$ cat src/rtl/reg_bank_ctrl.sv
// Bank controller for a windowed register file: current bank, return stack and writeback bank pipe.
// Optional perf counters are enabled by defining REG_BANK_PERF_EN.
module reg_bank_ctrl #(
    parameter int NUM_BANKS   = 5,
    parameter int BANK_W      = 3,
    parameter int STACK_DEPTH = 8,
    parameter int WB_LAT      = 2
) (
    input  logic                             clk,
    input  logic                             rst,
    input  logic                             issue_valid,
    input  logic                             pipe_stall,
    input  logic                             call_req,
    input  logic                             ret_req,
    input  logic                             we_in,
    output logic [BANK_W-1:0]                sel_read,
    output logic [BANK_W-1:0]                sel_write,
    output logic                             we_out,
    output logic [$clog2(STACK_DEPTH+1)-1:0] depth,
    output logic                             ovf_err,
    output logic                             unf_err,
    output logic [15:0]                      call_cnt,
    output logic [15:0]                      ret_cnt,
    output logic [$clog2(STACK_DEPTH+1)-1:0] max_depth
);

    localparam int DEPTH_W = $clog2(STACK_DEPTH + 1);
    localparam int PTR_W   = (STACK_DEPTH > 1) ? $clog2(STACK_DEPTH) : 1;

    typedef struct packed {
        logic              valid;
        logic [BANK_W-1:0] bank;
    } pipe_ent_t;

    logic [BANK_W-1:0]  sel_read_q, sel_read_d;
    logic [DEPTH_W-1:0] depth_q, depth_d;
    logic               ovf_q, ovf_d;
    logic               unf_q, unf_d;
    logic [BANK_W-1:0]  wr_hold_q;
    pipe_ent_t          pipe_q [WB_LAT];
    pipe_ent_t          pipe_d [WB_LAT];
    logic [BANK_W-1:0]  stack_q [STACK_DEPTH];
    logic               push, pop;
    logic [BANK_W-1:0]  next_bank;
    logic [PTR_W-1:0]   wr_ptr, rd_ptr;
    pipe_ent_t          tail;

    assign next_bank = (sel_read_q == BANK_W'(NUM_BANKS - 1)) ? '0 : sel_read_q + 1'b1;
    assign wr_ptr    = depth_q[PTR_W-1:0];
    assign rd_ptr    = PTR_W'(depth_q - 1'b1);
    assign tail      = pipe_q[WB_LAT-1];

    // Simultaneous call and return cancel out: no switch, no error, no count.
    always_comb begin
        sel_read_d = sel_read_q;
        depth_d    = depth_q;
        ovf_d      = 1'b0;
        unf_d      = 1'b0;
        push       = 1'b0;
        pop        = 1'b0;
        if (call_req && !ret_req) begin
            if (depth_q == DEPTH_W'(STACK_DEPTH)) begin
                ovf_d = 1'b1;
            end else begin
                push       = 1'b1;
                sel_read_d = next_bank;
                depth_d    = depth_q + 1'b1;
            end
        end else if (ret_req && !call_req) begin
            if (depth_q == '0) begin
                unf_d = 1'b1;
            end else begin
                pop        = 1'b1;
                sel_read_d = stack_q[rd_ptr];
                depth_d    = depth_q - 1'b1;
            end
        end
    end

    always_comb begin
        for (int i = 0; i < WB_LAT; i++) begin
            pipe_d[i] = pipe_q[i];
        end
        if (!pipe_stall) begin
            pipe_d[0] = '{valid: issue_valid, bank: sel_read_q};
            for (int i = 1; i < WB_LAT; i++) begin
                pipe_d[i] = pipe_q[i-1];
            end
        end
    end

    // NOTE: sequential state uses non-blocking assignments so every flop samples pre-edge values.
    always_ff @(posedge clk) begin
        if (rst) begin
            sel_read_q <= '0;
            depth_q    <= '0;
            ovf_q      <= 1'b0;
            unf_q      <= 1'b0;
            wr_hold_q  <= '0;
            for (int i = 0; i < WB_LAT; i++) begin
                pipe_q[i] <= '0;
            end
        end else begin
            sel_read_q <= sel_read_d;
            depth_q    <= depth_d;
            ovf_q      <= ovf_d;
            unf_q      <= unf_d;
            wr_hold_q  <= sel_write;
            for (int i = 0; i < WB_LAT; i++) begin
                pipe_q[i] <= pipe_d[i];
            end
        end
    end

    // NOTE: stack storage is left unreset; depth_q alone decides which entries are live.
    always_ff @(posedge clk) begin
        if (push) begin
            stack_q[wr_ptr] <= sel_read_q;
        end
    end

    assign sel_read  = sel_read_q;
    assign sel_write = tail.valid ? tail.bank : wr_hold_q;
    assign we_out    = we_in & tail.valid;
    assign depth     = depth_q;
    assign ovf_err   = ovf_q;
    assign unf_err   = unf_q;

`ifdef REG_BANK_PERF_EN
    logic [15:0]        call_cnt_q, ret_cnt_q;
    logic [DEPTH_W-1:0] max_depth_q;

    always_ff @(posedge clk) begin
        if (rst) begin
            call_cnt_q  <= '0;
            ret_cnt_q   <= '0;
            max_depth_q <= '0;
        end else begin
            if (push && call_cnt_q != 16'hFFFF) call_cnt_q <= call_cnt_q + 1'b1;
            if (pop && ret_cnt_q != 16'hFFFF)   ret_cnt_q  <= ret_cnt_q + 1'b1;
            if (depth_d > max_depth_q)          max_depth_q <= depth_d;
        end
    end

    assign call_cnt  = call_cnt_q;
    assign ret_cnt   = ret_cnt_q;
    assign max_depth = max_depth_q;
`else
    assign call_cnt  = '0;
    assign ret_cnt   = '0;
    assign max_depth = '0;
`endif

endmodule

$ cat config.mk
export PLATFORM = sky130hd
export DESIGN_NAME = reg_bank_ctrl
export DESIGN_NICKNAME = d
export VERILOG_FILES = /design/src/rtl/reg_bank_ctrl.sv
export SDC_FILE = /design/constraint.sdc
export NUM_CORES = 1
export LEC_CHECK = 0
export BUFFER_PORTS_ARGS = -buffer_cell sky130_fd_sc_hd__buf_2
export CORE_ASPECT_RATIO = 0.75
export CORE_MARGIN = 5
export CORE_UTILIZATION = 45
export CTS_CLUSTER_DIAMETER = 30
export CTS_CLUSTER_SIZE = 14
export DETAILED_ROUTE_END_ITERATION = 12
export HOLD_SLACK_MARGIN = 0.08
export PLACE_DENSITY = 0.69
export SLEW_MARGIN = 0
export SYNTH_ARGS = -nofsm -noshare
export SYNTH_HDL_FRONTEND = slang
export SYNTH_SLANG_ARGS = --single-unit
$ cat constraint.sdc
create_clock -name clk -period 1.9 [get_ports clk]
set_clock_uncertainty 0.1 [all_clocks]
set_input_delay 0.38 -clock clk [delete_from_list [all_inputs] [get_ports clk]]
set_output_delay 0.38 -clock clk [all_outputs]
set_load 0.005 [all_outputs]
==> results of run 1 <==
[worst min-delay path, delay by kind of cell]
family	cells	cell delay [ns]
AND/OR/NAND/NOR	1	0.07
multiplexers	1	0.05
buffers and inverters	1	0.07
[power breakdown]
part | internal [µW] | switching (µW)
Sequential | 1190 | 106
Combinational | 685 | 649
Clock | 430 | 339
[cell families after synthesis]
group	Yosys count	share of synthesized area, %
buffers and inverters	54	16.6
flip-flops	44	50.2
AND/OR/NAND/NOR	42	9.24
multiplexers	21	14.0
AO/OA/AOI/OAI	13	4.09
adder cells (fa/ha/maj)	6	3.36
XOR/XNOR	6	2.35
other	1	0.168
[timing repair]
| action | 4_1_cts | 5_1_grt |
|---|---|---|
| setup endpoints to repair | 0 | 2 |
| hold endpoints to repair | 0 | 0 |
| gates resized for setup | 0 | 2 |
[registers in the layout, indices dropped and copies added, names as in the netlist]
signal,flops
stack_q,24
pipe_q,8
depth,4
sel_read,3
wr_hold_q,3
ovf_err,1
unf_err,1
[area by class of cell]
type	count	area share, %
inverter	8	1.22
clock inverter	2	1.57
tap	60	3.05
clock buffer	6	3.35
timing repair buffer	36	9.04
sequential	44	45.6
multi-input combinational	124	36.2
[layer usage]
layer  up-vias  wire length (µm)
li1        637                 -
met1       579              1930
met2        41              1600
met3         7               249
met4         0                69
met5         -                 0
[layout by cell type (no fill, tap or decap), drive strengths merged]
cell    count
and4b       2
a21oi       4
mux4        6
mux2i      11
a211oi      1
nand2      10
xor2        1
nor3        2
and2        1
or2         1
or4         1
a31oi       1
xnor2       5
ha          6
conb       36
nand3b      1
and2b       1
nand4       1
clkinv      1
mux2        4
o211ai      1
o21ai       2
nor2b       3
clkbuf      6
bufinv      1
nor2       18
nand2b      1
a21o        1
inv         8
edfxtp     24
buf        36
a221oi      3
dfxtp      20
[metrics by stage]
step           cell area, µm²  setup slack [ns]
2_1_floorplan            2380           -0.0554
3_3_place_gp             2330            0.0681
3_5_place_dp             2330            0.0475
4_1_cts                  2450            0.0437
5_1_grt                  2460            0.0191
6_report                 2460            0.0819
[how the worst min path moves through the flow]
stage                                    from                   endpoint  slack [ns]
floorplan           pipe_q[0][4]$_SDFFE_PP0N_  pipe_q[0][4]$_SDFFE_PP0N_        0.36
global placement    pipe_q[0][2]$_SDFFE_PP0N_  pipe_q[0][6]$_SDFFE_PP0N_        0.37
detailed placement  pipe_q[0][4]$_SDFFE_PP0N_  pipe_q[0][4]$_SDFFE_PP0N_        0.39
CTS                               issue_valid  pipe_q[0][3]$_SDFFE_PP0N_        0.20
global route                      issue_valid  pipe_q[0][3]$_SDFFE_PP0N_        0.22
finish                            issue_valid  pipe_q[0][3]$_SDFFE_PP0N_        0.21
==> impl_metrics.json, run 1 <==
{
  "groute.layer.met1.usage_pct": 16.5,
  "netlist_instances": 187,
  "worstPathRequired_ns": 1.98,
  "power_uw": 3400,
  "yosys_warnings": 0,
  "die-width_um": 91.3,
  "insertedDiodeCount": 0,
  "synth-edff-count": 24,
  "fp.coreArea_um2": 4840,
  "netlist_top_cells_area": "edfxtp_1, dfxtp_1, buf_4",
  "dr_total_vias": 1264,
  "post_route_cells_drive_above_1_share_pct": 25.0,
  "path_delay_family": "multiplexers",
  "yosys_register_bits": 44,
  "leakage_uw": 0.00107,
  "period_needed_ns": 1.82,
  "cts_setup_buffers": 0,
  "numPortBuffers": 19,
  "fmax_mhz": 550,
  "ys.flop_type": "edfxtp_1",
  "synth_top_area_share_pct": 32.3,
  "cp.depth": 5,
  "place_inst": 272,
  "clock_latency_ns": 0.30,
  "stdcell_count": 280,
  "cp_data_arrival_time_ns": 1.90,
  "place.gp.congestion": 0.833,
  "post_synth_num_cell_types": 36,
  "synth_seq_area_share_pct": 50.2,
  "setup.worst_path.start": "depth[0]$_SDFFE_PP0P_",
  "number_of_buffers_inserted_during_clock_tree_synthesis": 5,
  "io_pins": 56,
  "h-tree-depth": 2,
  "synthMostInstantiatedCell": "buf_4",
  "dr.first_iter.drc_count": 74,
  "start_util_pct": 46.1,
  "layout.filler_cells": 436,
  "worstRegToRegCells": 5,
  "synth_commonest_cells": "buf_4, edfxtp_1, dfxtp_1, nor2_1, mux2i_1",
  "final-seq-area_um2": 1120,
  "floorplan.die_area_um2": 6490,
  "hold_viol_final": 0,
  "outcome": "complete, no violations",
  "cellPowerDensity_nw_per_um2": 1380,
  "ys_async_sr_fraction_pct": 0,
  "critPathCapture": "sel_read[1]$_SDFFE_PP0P_",
  "max_cap_violation_count": 0,
  "cpPeakStageDelay_ns": 0.57,
  "peakVddDrop_uv": 650,
  "whs_ns": 0.207,
  "critical_path_peak_fanout": 8,
  "busiest_layer": "met1",
  "drt-total-wl_um": 3850,
  "post-route-period-util_pct": 95.7,
  "std_cell_rows": 22,
  "synth_top_area_cell": "edfxtp_1",
  "vias_in_the_first_global_route": 1151,
  "grt_util_met3_pct": 3.61,
  "vias_per_cell": 4.51,
  "setup_viol_count_final": 0,
  "syn_area_um2": 2230,
  "clkTransAtPathRegs_ns": 0.09,
  "critical_path_buf_inv_count": 1,
  "flop2flop_setup_slack_ns": 0.08,
  "report.final.slew_viol_count": 0,
  "final_routed_drc_violation_total": 0,
  "timing.rr.start": "depth[0]$_SDFFE_PP0P_",
  "die_h_um": 71.0,
  "hold_path_depth": 3,
  "average_footprint_of_a_synthesized_cell_um2": 11.9,
  "clock-root-buffer": "clkbuf_8",
  "tritoncts_num_sinks": 44,
  "worst_setup_path_end_kind": "flip-flop",
  "slowest_stage_cell_crit_path": "mux4_1",
  "post_cts_hold_buffer_count": 0,
  "design.final.nets": 232,
  "iteration_count_of_the_initial_detailed_routing_pass": 4,
  "synthToLayoutAreaGrowth_pct": 10.3,
  "min_path_type": "primary input to flip-flop",
  "crit_path_cell_trace": "buf_4 -> mux4_1 -> mux2_2 -> o211ai_1 -> a21oi_1",
  "global_route.overflow_total": 0,
  "rsz0062_at_grt": "false",
  "worst_r2r_endpoint": "sel_read[1]$_SDFFE_PP0P_",
  "worst_setup_sp_type": "flip-flop",
  "cts-root-to-sink-buffers": 2,
  "groute.layer.met2.usage_pct": 15.9,
  "wire_length_of_the_first_global_routing_pass_um": 5760,
  "setup_tns_ns": 0,
  "multiInputGateArea_um2": 892,
  "routed_wire_length_per_instance_um": 13.7,
  "finish.utilization_pct": 50.9,
  "detail_placement_hpwl_um": 2870,
  "postRouteAntennaNets": 0,
  "antenna_found_initial": 0,
  "gr-usage-all-layers_pct": 11.6,
  "cts_tree": "yes",
  "grt_max_degree": 21,
  "worstSetupPathType": "flip-flop to flip-flop"
}
No activity file was read; power rests on OpenSTA's default activity.
==> run 2: changes to the inputs <==
--- a/config.mk
+++ b/config.mk
@@ -6,14 +6,16 @@
 export NUM_CORES = 1
 export LEC_CHECK = 0
 export BUFFER_PORTS_ARGS = -buffer_cell sky130_fd_sc_hd__buf_2
+export CELL_PAD_IN_SITES_DETAIL_PLACEMENT = 0
+export CELL_PAD_IN_SITES_GLOBAL_PLACEMENT = 1
 export CORE_ASPECT_RATIO = 0.75
 export CORE_MARGIN = 5
-export CORE_UTILIZATION = 45
+export CORE_UTILIZATION = 37
 export CTS_CLUSTER_DIAMETER = 30
 export CTS_CLUSTER_SIZE = 14
 export DETAILED_ROUTE_END_ITERATION = 12
 export HOLD_SLACK_MARGIN = 0.08
-export PLACE_DENSITY = 0.69
+export PLACE_DENSITY = 0.72
 export SLEW_MARGIN = 0
 export SYNTH_ARGS = -nofsm -noshare
 export SYNTH_HDL_FRONTEND = slang
==> run 2 against run 1 <==
  * Via count up 1.7%
  * Sequential share of layout area down 0.65 points
  * Largest cell class unchanged
  * Die area up 19%
  * Core utilization down 7.9 points
  * Clock power down 4.3%
==> impl_metrics.json, run 2 (same netlist as run 1, synthesis figures left out) <==
{
  "peakVddDrop_uv": 425,
  "layout.cells.most_common_list": "conb_1, edfxtp_1, dfxtp_1, buf_2",
  "crit_path_cell_trace": "buf_8 -> mux4_1 -> mux2_4 -> o211ai_1 -> a21oi_1",
  "std_cell_rows": 24,
  "die-width_um": 99.7,
  "wl_met3_um": 274,
  "worstRegToRegCells": 5,
  "report.final.slew_viol_count": 0,
  "vias_per_cell": 4.29,
  "flop2flop_setup_slack_ns": 0.06,
  "number_of_buffers_inserted_during_clock_tree_synthesis": 5,
  "cp_data_arrival_time_ns": 1.92,
  "clock_latency_ns": 0.30,
  "hold_path.startpoint": "issue_valid",
  "postRouteAntennaNets": 0,
  "whs_ns": 0.221,
  "post_cts_hold_buffer_count": 0,
  "insertedDiodeCount": 0,
  "design.final.nets": 234,
  "hold_path_depth": 3,
  "floorplan.die_area_um2": 7710,
  "flip_flop_count_of_the_largest_register_all_copies_and_words_added": 24,
  "max_cap_violation_count": 0,
  "setup_tns_ns": 0,
  "synthToLayoutAreaGrowth_pct": 12.2,
  "cts-root-to-sink-buffers": 2,
  "post-route-period-util_pct": 96.9,
  "post_route_cells_drive_above_1_share_pct": 26.6,
  "detail_placement_hpwl_um": 2800,
  "numPortBuffers": 19,
  "layout.filler_cells": 568,
  "routed_wire_length_per_instance_um": 12.8,
  "drt-total-wl_um": 3850,
  "worst_setup_path_end_kind": "flip-flop",
  "dr_total_vias": 1286,
  "dr.first_iter.drc_count": 85,
  "die_h_um": 77.3,
  "clkTransAtPathRegs_ns": 0.09,
  "timing.rr.start": "depth[0]$_SDFFE_PP0P_",
  "critical_path_peak_fanout": 7,
  "max_flop_register": "stack_q",
  "met2RoutedLength_um": 1590,
  "worstSetupPathType": "flip-flop to flip-flop",
  "pre_cts_slack_ns": -0.0259,
  "worst_r2r_endpoint": "sel_read[1]$_SDFFE_PP0P_",
  "start_util_pct": 38.3,
  "outcome": "complete, no violations",
  "wl_met1_um": 1950,
  "place.gp.congestion": 0.736,
  "hold_viol_final": 0,
  "min_path_type": "primary input to flip-flop",
  "fp.coreArea_um2": 5830,
  "rsz0062_at_grt": "false",
  "power_uw": 3480,
  "global_route.overflow_total": 0,
  "tritoncts_num_sinks": 44,
  "multiInputGateArea_um2": 892,
  "clock-root-buffer": "clkbuf_8",
  "dr.max_layer_used": "met4",
  "io_pins": 56,
  "timing.hold.worst_endpoint": "pipe_q[0][3]$_SDFFE_PP0N_",
  "period_needed_ns": 1.84,
  "cpPeakStageDelay_ns": 0.54,
  "setup_viol_count_final": 0,
  "antenna_found_initial": 0,
  "cellPowerDensity_nw_per_um2": 1390,
  "leakage_uw": 0.00108,
  "most_common_library_cell_in_the_layout_ignoring_fill_and_taps": "conb_1",
  "fmax_mhz": 543,
  "h-tree-depth": 2,
  "wire_length_of_the_first_global_routing_pass_um": 6260,
  "iteration_count_of_the_initial_detailed_routing_pass": 4,
  "timing.final.ws_setup_ns": 0.0598,
  "slowest_stage_cell_crit_path": "mux4_1",
  "worst_setup_sp_type": "flip-flop",
  "worstPathRequired_ns": 1.98,
  "vias_in_the_first_global_route": 1213,
  "cts_tree": "yes",
  "final-seq-area_um2": 1120,
  "grt_max_degree": 21,
  "gr-usage-all-layers_pct": 10.4,
  "final_routed_drc_violation_total": 0
}
## run 2: cell types whose count changed in the layout (fill, tap and decap cells not counted), sizes merged
cell	change
inv	+1
clkinv	-1
clkbuf	-1
buf	+2
clkinvlp	+1
## run 2: worst max path at each step
stage / from / to / cells after the start
floorplan: depth[0]$_SDFFE_PP0P_ / sel_read[1]$_SDFFE_PP0P_ / 9
global placement: depth[1]$_SDFFE_PP0P_ / sel_read[1]$_SDFFE_PP0P_ / 6
detailed placement: depth[0]$_SDFFE_PP0P_ / sel_read[1]$_SDFFE_PP0P_ / 6
CTS: depth[0]$_SDFFE_PP0P_ / sel_read[1]$_SDFFE_PP0P_ / 5
global route: depth[0]$_SDFFE_PP0P_ / sel_read[2]$_SDFFE_PP0P_ / 6
finish: depth[0]$_SDFFE_PP0P_ / sel_read[1]$_SDFFE_PP0P_ / 5
## run 2: layout make-up
type	instances	share of cell area, %
Sequential cell	44	44.9
Multi-Input combinational cell	124	35.6
Timing Repair Buffer	38	9.79
Tap cell	78	3.90
Clock buffer	5	2.75
Clock inverter	3	1.85
Inverter	8	1.20
## run 2: stage by stage
step	util, %	std cells	cell area [µm²]
after floorplan	-	222	2380
after global placement	40.2	289	2340
after detailed placement	40.2	289	2340
after CTS	42.5	297	2480
after global routing	43.0	300	2500
final	43.0	300	2500
## run 2: critical path, delay by kind of cell (launching register included)
family                 cells  cell delay [ns]
buffers and inverters      1             0.12
AO/OA/AOI/OAI              2             0.29
flip-flops                 1             0.38
multiplexers               2             0.83
## run 2: per-layer routing
| metal | up-vias | GRT usage (%) |
|---|---|---|
| li1 | 640 | - |
| met1 | 603 | 16.2 |
| met2 | 41 | 13.3 |
| met3 | 2 | 3.08 |
| met4 | 0 | 3.27 |
| met5 | - | 0 |
## run 2: report_power, final
| group | internal, µW | switching [µW] |
|---|---|---|
| sequential | 1190 | 119 |
| clock | 396 | 340 |
| combinational | 755 | 674 |
## run 2: repair_timing
item,4_1_cts,5_1_grt
pin swaps,0,2
gates resized for setup,3,5
setup endpoints to repair,1,2
buffers inserted,0,3
